===== src/rtl/hazard_unit.sv =====
// hazard_unit: pipeline hazard controller for the 5-stage MIPS core.
// Produces forwarding selects for the decode-stage branch comparator and the
// execute-stage ALU operand muxes, load-use / branch / MULT-DIV stalls, and
// sequences the multi-cycle MULT/DIV unit with a small busy FSM.
// Optional feature: define HAZARD_PERF_CNT_EN to add saturating stall and
// MULT/DIV operation counters (stall_cnt, md_ops_cnt).
module hazard_unit #(
  parameter int unsigned MD_LATENCY = 32
) (
  input  logic       clk,
  input  logic       rst_n,
  input  logic [4:0] RsD,
  input  logic [4:0] RtD,
  input  logic [4:0] RsE,
  input  logic [4:0] RtE,
  input  logic [4:0] WriteRegE,
  input  logic [4:0] WriteRegM,
  input  logic [4:0] WriteRegW,
  input  logic       RegWriteE,
  input  logic       RegWriteM,
  input  logic       RegWriteW,
  input  logic       MemtoRegE,
  input  logic       MemtoRegM,
  input  logic       BranchD,
  input  logic       MultDivE,
  input  logic       MultDivUseD,
  output logic       StallF,
  output logic       StallD,
  output logic       FlushE,
  output logic       ForwardAD,
  output logic       ForwardBD,
  output logic [1:0] ForwardAE,
  output logic [1:0] ForwardBE,
  output logic       md_busy,
  output logic       md_done
`ifdef HAZARD_PERF_CNT_EN
  ,
  output logic [31:0] stall_cnt,
  output logic [31:0] md_ops_cnt
`endif
);

  localparam int unsigned CNT_W = $clog2(MD_LATENCY + 1);
  localparam logic [CNT_W-1:0] CNT_LOAD = CNT_W'(MD_LATENCY - 1);
  localparam logic [CNT_W-1:0] CNT_ZERO = {CNT_W{1'b0}};

  typedef enum logic [0:0] {
    MD_IDLE = 1'b0,
    MD_BUSY = 1'b1
  } md_state_e;

  md_state_e        state_q, state_d;
  logic [CNT_W-1:0] cnt_q, cnt_d;
  logic             md_start_s;
  logic             lwstall_s, branchstall_s, mdstall_s, hazard_s;

  // Register $0 is hard-wired to zero, so it never creates a dependency.
  function automatic logic reg_match(input logic [4:0] a, input logic [4:0] b);
    return (a != 5'd0) && (a == b);
  endfunction

  // Forward select for one ALU operand: M stage wins over W stage.
  function automatic logic [1:0] fwd_sel(input logic [4:0] src);
    logic [1:0] sel;
    if (RegWriteM && reg_match(src, WriteRegM)) begin
      sel = 2'b10;
    end else if (RegWriteW && reg_match(src, WriteRegW)) begin
      sel = 2'b01;
    end else begin
      sel = 2'b00;
    end
    return sel;
  endfunction

  // Hazard detection terms.
  always_comb begin
    lwstall_s     = MemtoRegE && (reg_match(RtE, RsD) || reg_match(RtE, RtD));
    branchstall_s = BranchD &&
                    ((RegWriteE && (reg_match(WriteRegE, RsD) || reg_match(WriteRegE, RtD))) ||
                     (MemtoRegM && (reg_match(WriteRegM, RsD) || reg_match(WriteRegM, RtD))));
    mdstall_s     = MultDivUseD && (md_busy || MultDivE);
    hazard_s      = lwstall_s || branchstall_s || mdstall_s;
  end

  // Pipeline control outputs; held at a safe bubble-inserting value in reset.
  always_comb begin
    StallF    = 1'b0;
    StallD    = 1'b0;
    FlushE    = 1'b1;
    ForwardAD = 1'b0;
    ForwardBD = 1'b0;
    ForwardAE = 2'b00;
    ForwardBE = 2'b00;
    if (rst_n) begin
      StallF    = hazard_s;
      StallD    = hazard_s;
      FlushE    = hazard_s;
      ForwardAD = RegWriteM && reg_match(RsD, WriteRegM);
      ForwardBD = RegWriteM && reg_match(RtD, WriteRegM);
      ForwardAE = fwd_sel(RsE);
      ForwardBE = fwd_sel(RtE);
    end else begin
      StallF = 1'b0;
    end
  end

  // MULT/DIV busy FSM next-state and status outputs.
  always_comb begin
    state_d    = state_q;
    cnt_d      = cnt_q;
    md_busy    = 1'b0;
    md_done    = 1'b0;
    md_start_s = 1'b0;
    case (state_q)
      MD_IDLE: begin
        if (MultDivE) begin
          state_d    = MD_BUSY;
          cnt_d      = CNT_LOAD;
          md_start_s = 1'b1;
        end else begin
          cnt_d = CNT_ZERO;
        end
      end
      MD_BUSY: begin
        // A new MultDivE here is ignored: the counter is never reloaded.
        md_busy = 1'b1;
        if (cnt_q == CNT_ZERO) begin
          md_done = 1'b1;
          state_d = MD_IDLE;
        end else begin
          cnt_d = cnt_q - {{(CNT_W-1){1'b0}}, 1'b1};
        end
      end
      default: begin
        state_d = MD_IDLE;
        cnt_d   = CNT_ZERO;
      end
    endcase
  end

  // MULT/DIV FSM state and countdown registers.
  always_ff @(posedge clk or negedge rst_n) begin
    if (!rst_n) begin
      state_q <= MD_IDLE;
      cnt_q   <= CNT_ZERO;
    end else begin
      state_q <= state_d;
      cnt_q   <= cnt_d;
    end
  end

`ifdef HAZARD_PERF_CNT_EN
  logic [31:0] stall_cnt_q, md_ops_cnt_q;

  // Saturating performance counters for decode stalls and MULT/DIV starts.
  always_ff @(posedge clk or negedge rst_n) begin
    if (!rst_n) begin
      stall_cnt_q  <= 32'd0;
      md_ops_cnt_q <= 32'd0;
    end else begin
      if (StallD && (stall_cnt_q != 32'hFFFF_FFFF)) begin
        stall_cnt_q <= stall_cnt_q + 32'd1;
      end
      if (md_start_s && (md_ops_cnt_q != 32'hFFFF_FFFF)) begin
        md_ops_cnt_q <= md_ops_cnt_q + 32'd1;
      end
    end
  end

  assign stall_cnt  = stall_cnt_q;
  assign md_ops_cnt = md_ops_cnt_q;
`endif

endmodule

===== config.mk =====
export PLATFORM = sky130hd
export DESIGN_NAME = hazard_unit
export DESIGN_NICKNAME = d
export VERILOG_FILES = /design/src/rtl/hazard_unit.sv
export SDC_FILE = /design/constraint.sdc
export NUM_CORES = 1
export LEC_CHECK = 0
export CORE_ASPECT_RATIO = 0.9
export CORE_UTILIZATION = 40
export CTS_CLUSTER_SIZE = 20
export DETAILED_ROUTE_END_ITERATION = 10
export GPL_TIMING_DRIVEN = 0
export PLACE_DENSITY = 0.82
export SETUP_SLACK_MARGIN = 0.02
export SLEW_MARGIN = 25
export SYNTH_ARGS = -nofsm -noshare
export SYNTH_HDL_FRONTEND = slang
export SYNTH_SLANG_ARGS = --single-unit

===== constraint.sdc =====
create_clock -name clk -period 4.39 [get_ports clk]
set_input_delay 1.317 -clock clk [delete_from_list [all_inputs] [get_ports clk]]
set_output_delay 1.317 -clock clk [all_outputs]
set_load 0.01 [all_outputs]

# ---- Yosys cells after proc, flatten, opt, wreduce, memory -nomap -nowiden
# Index checks and enable logic that the tools add are counted.
dict set report word_totals {
  out_inout_bits 11
  ff_bits 7
  in_bits 45
  elab_cells 73
}
dict set report classes {
  n_eq_ne 13
  n_bitwise 1
  n_addsub 1
  n_reduce_logical 37
  muxes 19
}
# op n
set op_table {}
lappend op_table {{$eq 5x5->1} 12}
lappend op_table {{$reduce_bool 5->1} 6}
lappend op_table {{$logic_and 1x1->1} 23}
lappend op_table {{$pmux 6 s2} 1}
lappend op_table {{$mux 1} 11}
lappend op_table {{$mux 2} 4}
lappend op_table {{$logic_or 1x1->1} 7}
lappend op_table {{$logic_not 6->1} 1}
lappend op_table {{$mux 6} 1}
lappend op_table {{$sub 6x1->6 const B} 1}
lappend op_table {{$mux 5} 1}
lappend op_table {{$ne 2x2->1 const B} 1}
lappend op_table {{$pmux 1 s2} 1}
lappend op_table {{$not 1->1} 1}

# ---- Longest topological paths before layout
dict set report depth {
  word_depth 9
  depth_mapped 7
  mapped_depth_nobuf 5
}

# ---- Worst setup path after synthesis
# Ideal clock, no wire load.
dict set report synth_timing {
  path_type {input to output}
  startpoint {input port RtE[2]}
  endpoint {output port StallF}
  required_time_ns 3.073
  path_slack_ns 0.421
  path_stages 7
  t_arrival_ns 2.652
  path_buffers 2
  cell_sequence {buf_2 or4_4 nor2_4 inv_1 a31oi_4 a31oi_1 buf_4}
}
dict set report synth_via {
  elab_chain_len 7
  elab_cells_between_ends 10
}
# element line
set synth_rtl {}
lappend synth_rtl {{start: declaration} 15} ;# input logic [4:0] RtE,
lappend synth_rtl {{$eq 5x5->1 / $reduce_bool 5->1 (equally long branches)} 59} ;# return (a != 5'd0) && (a == b);
lappend synth_rtl {{$logic_and 1x1->1} 59}
lappend synth_rtl {{$logic_or 1x1->1 (*)} 77} ;# lwstall_s = MemtoRegE && (reg_match(RtE, RsD) || reg_match(RtE, RtD));
lappend synth_rtl {{$logic_and 1x1->1 (*)} 77}
lappend synth_rtl {{$logic_or 1x1->1 (*) (2 in a row)} 82} ;# hazard_s = lwstall_s || branchstall_s || mdstall_s;
lappend synth_rtl {{$mux 1 (*)} -}
lappend synth_rtl {{end: declaration} 27} ;# output logic StallF,
# Mark *: on every way between the ends. The rest lies on a longest branch, timed or not.

# ---- Worst setup path in the final report
dict set report layout_timing {
  startpoint {input port RegWriteM}
  endpoint {output port ForwardBE[1]}
}
dict set report layout_via {
  elab_chain_len 3
}
# element line
set layout_rtl {}
lappend layout_rtl {{start: declaration} 20} ;# input logic RegWriteM,
lappend layout_rtl {{$logic_and 1x1->1} 65} ;# if (RegWriteM && reg_match(src, WriteRegM)) begin
lappend layout_rtl {{$mux 2} 65}
lappend layout_rtl {{$mux 2} 94} ;# if (rst_n) begin
lappend layout_rtl {{end: declaration} 33} ;# output logic [1:0] ForwardBE,
# Every way passes these cells.

==> flow_metrics.py <==
metrics = {
    "run_status": {
        "status": "finished with violations",
        "violations": "DRC",
    },
    "place": {
        "portBuffers": 45,
        "gp_congestion": 0.8516,
        "hpwlAfterDp_um": 2649,
        "placedCellCount": 214,
        "pre_cts_ws_ns": -0.4636,
    },
    "power_and_ir_drop": {
        "leakage_nw": 0.6386,
        "power-per-cell-area_mw_per_mm2": 252.5,
        "ir_drop_v": 0.0001250,
        "total_power_mw": 0.4252,
    },
    "logic_synthesis": {
        "syn_inst": 141,
        "synth_flop_cell": "dfrtp_1",
        "ys_warn_count": 0,
        "synth_area_mm2": 0.001127,
        "synth_edf_count": 0,
        "syn-num-nets": 187,
        "yosysSeqAreaShare_pct": 15.54,
        "async_reset_ff_share_pct": 100.0,
        "syn_avg_cell_area_um2": 7.995,
        "synth_seq_cells": 7,
        "synth.distinct_cells": 30,
    },
    "timing": {
        "rsz0062_at_grt": "no",
        "worst_pin_slew_ns": 0.6222,
        "tns_ns": 0,
        "hold_viol": 0,
        "min_period_over_period_pct": 96.37,
        "finalWorstSetupSlack_ns": 0.1593,
        "min_period_ns": 4.231,
        "setup_violations": 0,
        "skew_ns": 0.004689,
        "max-slew-margin-rel_pct": 58.52,
        "max_clock_freq_ghz": 0.2364,
        "drv_slew": 0,
    },
    "clock_network": {
        "clk_path_buf_depth": 2,
        "cts_htree_levels": 1,
        "clk_latency_ns": 0.26,
        "cts_hold_buf": 0,
        "cts_buffers": 3,
        "cts_tree": "done",
        "cts_root_buffer": "clkbuf_4",
        "clk_pin_slew_ns": 0.05,
        "clock-sinks": 7,
    },
    "worst_setup_path": {
        "crit_path_end_kind": "output pin",
        "cp.arrival_ns": 2.91,
        "crit_path_start_kind": "input pin",
        "cp_max_fo": 4,
        "crit_type": "in2out",
        "crit_required_ns": 3.07,
    },
    "final_layout": {
        "finalNonFillerCells": 218,
        "multi_input_area_um2": 925.9,
        "nets": 237,
        "fillers": 228,
        "syn_to_final_growth_pct": 49.39,
        "drive_above_1_share_pct": 18.42,
        "n_antenna_cell": 0,
        "seqCellArea_um2": 175.2,
    },
    "grt": {
        "met2_usage_pct": 44.64,
        "busiest_layer": "met2",
        "antenna_found_initial": 0,
        "track_usage_pct": 22.92,
        "grt_max_degree": 16,
        "met3_usage_pct": 2.469,
        "grt_pass1_wl_um": 5354,
        "grt_use_met1_pct": 25.82,
        "grt_pass1_vias": 1248,
        "overflow": 0,
    },
    "floorplan": {
        "die_width_um": 57.96,
        "fp-row-count": 17,
        "die-area_mm2": 0.003035,
        "io_pins": 56,
        "initial_core_util_pct": 44.17,
        "core_mm2": 0.002552,
        "fp.dieH_um": 52.37,
    },
    "route": {
        "drt_iter0_markers": 42,
        "routed-via-count": 1216,
        "drc_errors": 3,
        "wl_per_cell_um": 14.82,
        "drt-total-wl_um": 3230,
        "drtPass1Iterations": 8,
        "vias_per_cell": 5.578,
        "ant_nets": 0,
    },
    "worst_hold_path": {
        "hold_path.class": "reg2reg",
    },
    "run": {
        "maxCapViolations": 0,
    },
}
-- cells in the final DEF (no fill, tap or decap), drive strengths merged --
cell type and instances:
o2111ai 2, a31oi 2, dlymetal6s2s 3, nand2 6, nand3 9, or2 1, xor2 9, ha 1
dfrtp 7, nor3 6, o22ai 2, o21ai 2, clkdlybuf4s15 6, o2111a 2, inv 5, nor4 4
nand4 5, and4b 1, nor2b 3, or4 5, xnor2 44, nor2 6, dlygate4sd2 14, buf 8
clkdlybuf4s50 20, clkinv 1, and2 2, clkbuf 8, a21oi 6
-- repair_timing --
| item | in CTS | in global routing |
|---|---|---|
| buffers inserted | 0 | 0 |
| cloned | 0 | 0 |
| endpoints found under the setup margin | 8 | 4 |
| pin swaps | 3 | 0 |
| gates resized for setup | 49 | 4 |
-- power breakdown --
group	leakage [nW]	internal, mW	switching [mW]	total (mW)
Combinational	0.541	0.124	0.114	0.238
Sequential	0.0803	0.0976	0.0286	0.126
Clock	0.0177	0.0335	0.0271	0.0606
Total	0.639	0.256	0.170	0.425
-- sequential cells by signal (all words and copies together) (netlist names) --
name / flops
cnt_q: 6
state_q: 1
-- synthesized netlist by cell type, types with 2 or more instances --
cell type  instances  area share, %
o2111ai_1          2            1.6
nand3_1            9            4.0
nand4_1            5            2.8
dfrtp_1            7             16
xor2_1             9            7.0
nor2b_1            3            1.7
o22ai_1            2            1.1
and2_1             2            1.1
nand2_1            6            2.0
a21oi_1            6            2.7
o21ai_0            2           0.89
buf_2              4            1.8
nor2_1             5            1.7
nor4_1             3            1.7
o2111a_1           2            2.0
inv_1              5            1.7
nor3_1             6            2.7
clkbuf_1           5            1.7
or4_1              4            2.7
xnor2_1           44             34
-- cell families after synthesis --
logic type | share of synthesized area [%]
xor gates and xnor gates | 41.18
DFF | 15.54
buffers and inverters | 6.771
AOI/OAI and AO/OA | 10.66
adders and majority gates | 1.110
and+or+nand+nor | 24.75
-- layout make-up --
type | count | area share, %
sequential | 7 | 10.40
timing repair buffer | 45 | 26.15
clock inverter | 1 | 0.2972
tap | 28 | 2.080
buffer | 11 | 3.640
clock buffer | 3 | 1.337
inverter | 5 | 1.114
multi-input combinational | 118 | 54.98
-- through the flow --
| step | utilization, % | area, µm² | hold WS, ns |
|---|---|---|---|
| 2_1_floorplan | - | 1127 | 0.4743 |
| 6_report | 65.98 | 1684 | 0.5273 |
| 3_5_place_dp | 63.19 | 1613 | 0.5255 |
| 3_3_place_gp | 63.19 | 1613 | 0.5169 |
| 4_1_cts | 65.44 | 1670 | 0.5293 |
| 5_1_grt | 65.98 | 1684 | 0.5831 |
-- worst paths after layout --
| kind | from | to | slack, ns | cells after the start |
|---|---|---|---|---|
| worst max-delay path | RegWriteM | ForwardBE[1] | 0.16 | 5 |
| worst min-delay path | cnt_q[0]$_DFFE_PN0N_ | cnt_q[0]$_DFFE_PN0N_ | 0.53 | 1 |
| worst max register to register | cnt_q[0]$_DFFE_PN0N_ | cnt_q[0]$_DFFE_PN0N_ | 2.84 | 5 |
| worst min register to register | cnt_q[0]$_DFFE_PN0N_ | cnt_q[0]$_DFFE_PN0N_ | 0.53 | 1 |
| max in group asynchronous | rst_n | cnt_q[0]$_DFFE_PN0N_ | 2.81 | 1 |
| min in group asynchronous | rst_n | cnt_q[3]$_DFFE_PN0N_ | 1.18 | 1 |
-- critical path: stages --
cell and delay [ns]:
clkdlybuf4s50_1 0.56, nand4_1 0.13, nor4_2 0.21, and2_1 0.17
clkdlybuf4s50_1 0.53
-- layer usage --
layer  vias up  wire, µm  part of all wire, %
li1        586         -                    -
met1       567      1305                   40
met2        54      1696                   53
met3         9       175                  5.4
met4         0        53                  1.6
met5         -         0                    0
Power figures use the tool's default switching activity.
